[src/rtl/cache_line_adapter.sv]
// rtl/cache_line_adapter.sv - cache line <-> 4-beat burst memory adapter
// Collects read bursts into a line on fills and streams a latched line out on writebacks.
module cache_line_adapter #(
  parameter int LINE_WIDTH  = 256,
  parameter int BURST_WIDTH = 64,
  parameter int ADDR_WIDTH  = 32
) (
  input  logic                   clk,
  input  logic                   rst_n,
  input  logic [ADDR_WIDTH-1:0]  ufp_addr,
  input  logic                   ufp_read,
  input  logic                   ufp_write,
  input  logic [LINE_WIDTH-1:0]  ufp_wdata,
  output logic [LINE_WIDTH-1:0]  ufp_rdata,
  output logic                   ufp_resp,
  output logic [ADDR_WIDTH-1:0]  bmem_addr,
  output logic                   bmem_read,
  output logic                   bmem_write,
  output logic [BURST_WIDTH-1:0] bmem_wdata,
  input  logic                   bmem_ready,
  input  logic [BURST_WIDTH-1:0] bmem_rdata,
  input  logic                   bmem_rvalid
);

  localparam int BURSTS = LINE_WIDTH / BURST_WIDTH;
  localparam int CNT_W  = $clog2(BURSTS);
  localparam logic [CNT_W-1:0] LAST_BEAT = CNT_W'(BURSTS - 1);
  localparam logic [ADDR_WIDTH-1:0] ALIGN_MASK = ~ADDR_WIDTH'(LINE_WIDTH / 8 - 1);

  typedef enum logic [2:0] {
    IDLE,
    RD_REQ,
    RD_DATA,
    WR_DATA,
    DONE
  } state_t;

  state_t                  state_q, state_d;
  logic [CNT_W-1:0]        cnt_q;
  logic [ADDR_WIDTH-1:0]   addr_q;
  logic [LINE_WIDTH-1:0]   line_q;
  logic [LINE_WIDTH-1:0]   rdata_q;

  always_ff @(posedge clk or negedge rst_n) begin
    if (!rst_n) begin
      state_q <= IDLE;
    end else begin
      state_q <= state_d;
    end
  end

  always_comb begin
    state_d    = state_q;
    bmem_read  = 1'b0;
    bmem_write = 1'b0;
    bmem_addr  = '0;
    bmem_wdata = '0;
    ufp_resp   = 1'b0;
    case (state_q)
      IDLE: begin
        if (ufp_write) begin
          state_d = WR_DATA;
        end else if (ufp_read) begin
          state_d = RD_REQ;
        end
      end
      RD_REQ: begin
        bmem_read = 1'b1;
        bmem_addr = addr_q;
        if (bmem_ready) begin
          state_d = RD_DATA;
        end
      end
      RD_DATA: begin
        bmem_addr = addr_q;
        if (bmem_rvalid && cnt_q == LAST_BEAT) begin
          state_d = DONE;
        end
      end
      WR_DATA: begin
        bmem_write = 1'b1;
        bmem_addr  = addr_q;
        bmem_wdata = line_q[int'(cnt_q)*BURST_WIDTH +: BURST_WIDTH];
        if (bmem_ready && cnt_q == LAST_BEAT) begin
          state_d = DONE;
        end
      end
      DONE: begin
        ufp_resp = 1'b1;
        state_d  = IDLE;
      end
      default: state_d = IDLE;
    endcase
  end

  // line_q doubles as fill assembly buffer and writeback source; rdata_q only moves on fill completion
  always_ff @(posedge clk or negedge rst_n) begin
    if (!rst_n) begin
      cnt_q   <= '0;
      addr_q  <= '0;
      line_q  <= '0;
      rdata_q <= '0;
    end else begin
      case (state_q)
        IDLE: begin
          cnt_q <= '0;
          if (ufp_write) begin
            addr_q <= ufp_addr & ALIGN_MASK;
            line_q <= ufp_wdata;
          end else if (ufp_read) begin
            addr_q <= ufp_addr & ALIGN_MASK;
          end
        end
        RD_REQ: begin
          if (bmem_ready) begin
            cnt_q <= '0;
          end
        end
        RD_DATA: begin
          if (bmem_rvalid) begin
            line_q[int'(cnt_q)*BURST_WIDTH +: BURST_WIDTH] <= bmem_rdata;
            cnt_q <= cnt_q + 1'b1;
            if (cnt_q == LAST_BEAT) begin
              rdata_q <= {bmem_rdata, line_q[LINE_WIDTH-BURST_WIDTH-1:0]};
            end
          end
        end
        WR_DATA: begin
          if (bmem_ready) begin
            cnt_q <= cnt_q + 1'b1;
          end
        end
        default: ;
      endcase
    end
  end

  assign ufp_rdata = rdata_q;

endmodule
[config.mk]
export PLATFORM = sky130hd
export DESIGN_NAME = cache_line_adapter
export DESIGN_NICKNAME = d
export VERILOG_FILES = /design/src/rtl/cache_line_adapter.sv
export SDC_FILE = /design/constraint.sdc
export NUM_CORES = 1
export LEC_CHECK = 0
export BUFFER_PORTS_ARGS = -buffer_cell sky130_fd_sc_hd__clkbuf_2
export CAP_MARGIN = 25
export CORE_AREA = 3 3 277 279
export CTS_BUF_LIST = sky130_fd_sc_hd__clkbuf_4 sky130_fd_sc_hd__clkbuf_8
export CTS_CLUSTER_SIZE = 20
export DETAILED_ROUTE_END_ITERATION = 8
export DIE_AREA = 0 0 280 282
export HOLD_SLACK_MARGIN = 0.05
export PLACE_DENSITY = 0.63
export SYNTH_ARGS = -nofsm -noshare
export SYNTH_HDL_FRONTEND = slang
export SYNTH_SLANG_ARGS = --single-unit
[constraint.sdc]
create_clock -name clk -period 3.26 [get_ports clk]
set_input_delay 0.815 -clock clk [delete_from_list [all_inputs] [get_ports clk]]
set_output_delay 0.815 -clock clk [all_outputs]
set_load 0.005 [all_outputs]
* Word level (Yosys, flattened, before mapping)
Cells that the tools add are included.
** Cells by class
- Add/subtract/negate cells :: 2
- Equal/unequal tests :: 12
- Shift operators :: 3
- Muxes and demuxes :: 21
- Reductions and logical operators :: 12
** Operator list (count)
- $mux 256 :: 2
- $pmux 256 s2 :: 1
- $bwmux 256 :: 1
- $shift 64x33->256 const A :: 1
- $shiftx 256x9->64 :: 1
- $shiftx 64x33->256 :: 1
- $mux 32 :: 3
- $mux 64 :: 1
- $neg 8->33 :: 1
- $mux 3 :: 5
- $ne 2x2->1 const B :: 6
- $pmux 3 s4 :: 1
- $pmux 2 s4 :: 1
- $reduce_and 4->1 :: 2
- $eq 3x2->1 const B :: 2
- $mux 2 :: 3
- $reduce_and 3->1 :: 2
- $reduce_bool 2->1 :: 2
- $reduce_bool 4->1 :: 1
- $eq 3x1->1 const B :: 1
- $eq 3x3->1 const B :: 1
- $logic_not 3->1 :: 1
- $mux 1 :: 3
- $ne 3x3->1 const B :: 1
- other kinds (5) :: 6
** Storage, ports and cells
- Register bits :: 549
- Bits of input ports :: 358
- Output and inout port bits :: 355
- Logic and storage cells :: 55

* Depth between registers and ports, before layout
- Depth after elaboration :: 5
- Depth in mapped cells :: 9
- Mapped depth without buffers :: 5

* Least setup slack after synthesis
Ideal clock, no wire load.
- Path kind :: register to register
- Start point :: register cnt_q[1]
- End point :: register line_q[192]
- Setup time :: 0.125 ns
- Arrival :: 2.640 ns
- Required time :: 3.135 ns
- Setup slack :: 0.495 ns
- Cell stages (with the launch flop) :: 10
- Buffers on the path :: 4
- Period minus slack after synthesis :: 2.765 ns
- Cell sequence :: dfrtp_1 clkbuf_1 buf_1 inv_1 ha_1 clkbuf_1 clkbuf_1 nor2b_1 a32o_1 mux2_2
** Between the ends
- Cells in the longest elaborated chain, start to end :: 5
- Elaborated cells between the ends (all ways) :: 6
- Those cells by class :: add/sub (1); shift (2); mux (3)
** RTL lines
- start, declared :: line 39 : logic [CNT_W-1:0] cnt_q;
- start signal, assigned :: line 122 : cnt_q <= cnt_q + 1'b1;
- start signal, assigned :: line 130 : cnt_q <= cnt_q + 1'b1;
- $neg 8->33 (*) :: line 121 : line_q[int'(cnt_q)*BURST_WIDTH +: BURST_WIDTH] <= bmem_rdata;
- $shiftx 64x33->256 / $shift 64x33->256 (equally long branches) :: line 121
- $bwmux 256 (*) :: line 121
- $mux 256 (*) :: line 120 : if (bmem_rvalid) begin
- $pmux 256 s2 (*) :: line 104 : case (state_q)
- end signal, assigned :: line 109 : line_q <= ufp_wdata;
- end signal, assigned by index :: line 121
- end, declared :: line 41 : logic [LINE_WIDTH-1:0] line_q;
Every way passes the cells marked *; elsewhere a longest branch is shown, timed or not. The select of a mux whose other input is x is not followed.
A chain may end at the register's enable or synchronous reset.

* Final worst setup path
- Start point :: register cnt_q[0]
- End point :: output port bmem_wdata[63]
** Between the ends
- Cells in the longest elaborated chain, start to end :: 2
** RTL lines
- $shiftx 256x9->64 :: line 83 : bmem_wdata = line_q[int'(cnt_q)*BURST_WIDTH +: BURST_WIDTH];
- $mux 64 :: line 59 : case (state_q)
- end, declared :: line 19 : output logic [BURST_WIDTH-1:0] bmem_wdata,
No other way between the ends.

==> out/qor.txt <==
Outcome: complete, no violations
Area of the core: 0.0744 mm^2
CTS tree: built
Crit end category: output pin
Via count: 21.0k
VDD IR max: 720 uV
Final Setup Violations: 0
Crit Path Class: register to output pin
Worst Setup SP: cnt_q[0]
Dpl hpwl: 67.8 mm
Cell Area, Placed: 0.0318 mm^2
Max_cap viols: 0
# IOs: 713
Worst clock skew: 0.0443 ns
P_int: 22.1 mW
Largest net degree at the start of global routing: 124
Detailed Route WL: 103 mm
Layout Area Growth over Synthesis: 26.4%
CP Max Fanout: 32
Worst slew margin relative to its limit: 51.1%
Port bufs: 702
Comb power frac: 47.6%
Critical Path AT: 2.38 ns
Post-route DRC: 0
Final Core Density: 46.0%
Initial drt markers: 1,454
Fin area: 0.0342 mm^2
GRT Total Usage: 25.3%
Die width: 280 um
Count of different cell masters after synthesis: 36
Tmin final: 3.19 ns
Syn Inst Count: 1,937
Area of the multi-input gates: 0.0126 mm^2
PD cells: 1050 mW/mm^2
First-pass GRT wire length: 149 mm
Share of the synthesized area in the top cell type: 50.3%
Min Hold Slack: 0.148 ns
Initial antenna violation count: 16
Dominant cell type by area after synthesis: dfrtp_1
Vias in the first global route: 22.4k
Cts bufs inserted: 98
Ys Warns: 0
DIE HEIGHT: 282 um
# H-tree levels: 3
Sequential fraction of design power: 33.0%
F_max: 0.313 GHz
Layout cells sized above 1: 59.4%
Clock share of power: 19.5%
Synthesized area: 0.0271 mm^2
CTS clock-pin slew for the worst setup and hold paths: 0.05 ns
Switching Fraction: 38.3%
Most frequent cells in the layout: clkbuf_2, dfrtp_1, mux2_2
Leak pwr: 16.5 nW
RR Startpoint: cnt_q[0]
Most common cell after layout, fill and taps aside: clkbuf_2
Post-place setup slack: 0.472 ns
Die area: 0.0790 mm^2
CP Launch Type: register
Worst skew pair latency: 0.70 ns
Placer Congestion: 0.843
Fin crit share: 97.9%
Final Slew Violations: 0
Final worst setup slack: 0.0690 ns
Clock sinks: 544
Clock buffer depth: 3
TritonRoute pass-1 iters: 5
Vias per inst: 5.71
RSZ-0062 raised after global routing: true
Total gr overflow: 0
Final net count: 2,983
ANT nets after route: 0
Initial Utilization: 36.4%
Seq cells post-synth: 544
Mean Syn Cell Area: 14.0 um^2
WP data required: 2.44 ns
Detailed-route wire length per cell: 28.0 um
Final cell count without fillers: 3,681
Setup TNS: 0 ns
Worst Max-Slew Pin Slew: 0.734 ns
Sequential area share after synthesis: 50.3%
Switching power total: 13.7 mW
CTS root buffer: clkbuf_8
Row count: 100
Placed Instances: 3,483
Final Hold Fails: 0
Fill cell count: 6,741
Area contributors post-synth: dfrtp_1, mux2_2, mux4_2
Register Area: 0.0136 mm^2
Pwr Total: 35.9 mW
Worst min-delay path category: primary input to async pin
==> cells in the mapped netlist <==
cell	instances
a31oi_1	1
nor4b_1	1
conb_1	1
o311a_1	1
a31o_2	1
nor4bb_1	67
ha_1	6
nand3_1	5
buf_2	48
buf_1	6
mux2_4	20
dfrtp_1	544
mux2i_1	2
buf_6	27
a32o_1	128
or3b_1	1
inv_1	5
buf_4	21
a21oi_4	1
a21o_1	1
or2_1	1
nor2_1	2
o211a_1	1
nor3_1	1
o21ai_0	2
clkbuf_1	96
a22o_1	128
and2_1	92
and3_1	66
nor2b_1	67
clkbuf_4	2
mux2_2	520
nand2_1	3
nand2b_1	2
a21oi_2	3
mux4_2	64
==> sequential cells by signal (all words and copies together), names as in the netlist <==
signal	count
state_q	3
ufp_rdata	256
line_q	256
addr_q	27
cnt_q	2
==> worst max-delay path: stages (launching register included) <==
cell and delay, ns:
dfrtp_4 0.47, buf_16 0.31, mux4_2 0.54, and3_1 0.18, buf_2 0.15
==> cells by family after synthesis <==
| family | Yosys count | share of synthesized area, % |
|---|---|---|
| compound gates | 267 | 9.22 |
| buf+inv | 205 | 4.13 |
| mux | 606 | 28.1 |
| simple gates | 308 | 7.99 |
| other cells | 1 | 0.0138 |
| flops | 544 | 50.3 |
| fa+ha+maj | 6 | 0.277 |
==> repair_timing <==
| item | in CTS | in global routing |
|---|---|---|
| endpoints found under the setup margin | 66 | 26 |
| hold buffers | 0 | 0 |
| gates resized for setup | 15 | 13 |
| setup buffers | 5 | 0 |
==> worst paths after layout <==
kind	to	slack, ns	depth (start not counted)
worst max-delay path	bmem_wdata[63]	0.07	4
worst min-delay path	ufp_rdata[165]	0.15	1
worst max register to register	line_q[171]	0.50	7
worst min register to register	addr_q[20]	0.50	1
max in group asynchronous	addr_q[18]	2.15	2
min in group clk	addr_q[29]	0.36	2
==> layer usage <==
layer / part of all wire [%] / vias up / track usage (%) / routed length (um)
li1: - / 8779 / - / -
met1: 39 / 10900 / 30.9 / 39900
met2: 49 / 1072 / 42.6 / 50400
met3: 8.0 / 267 / 6.17 / 8240
met4: 4.3 / 0 / 11.6 / 4410
met5: 0 / - / 0 / 0
==> final cells by class <==
class | instances | area share, %
Antenna cell | 16 | 0.117
Tap cell | 969 | 3.54
Inverter | 5 | 0.0548
Clock inverter | 22 | 0.592
Sequential cell | 544 | 39.8
Timing Repair Buffer | 778 | 13.4
Clock buffer | 155 | 5.70
Multi-Input combinational cell | 1192 | 36.8
==> power by group through the flow <==
stage	logic, mW	registers (mW)	clock network [mW]
3_5_place_dp	16.8	12.0	0
6_report	17.1	11.8	6.98
4_1_cts	17.0	11.8	7.17
5_1_grt	18.1	12.2	7.45
2_1_floorplan	10.4	11.3	0
3_3_place_gp	16.4	11.8	0
(Power assumes the default switching activity.)
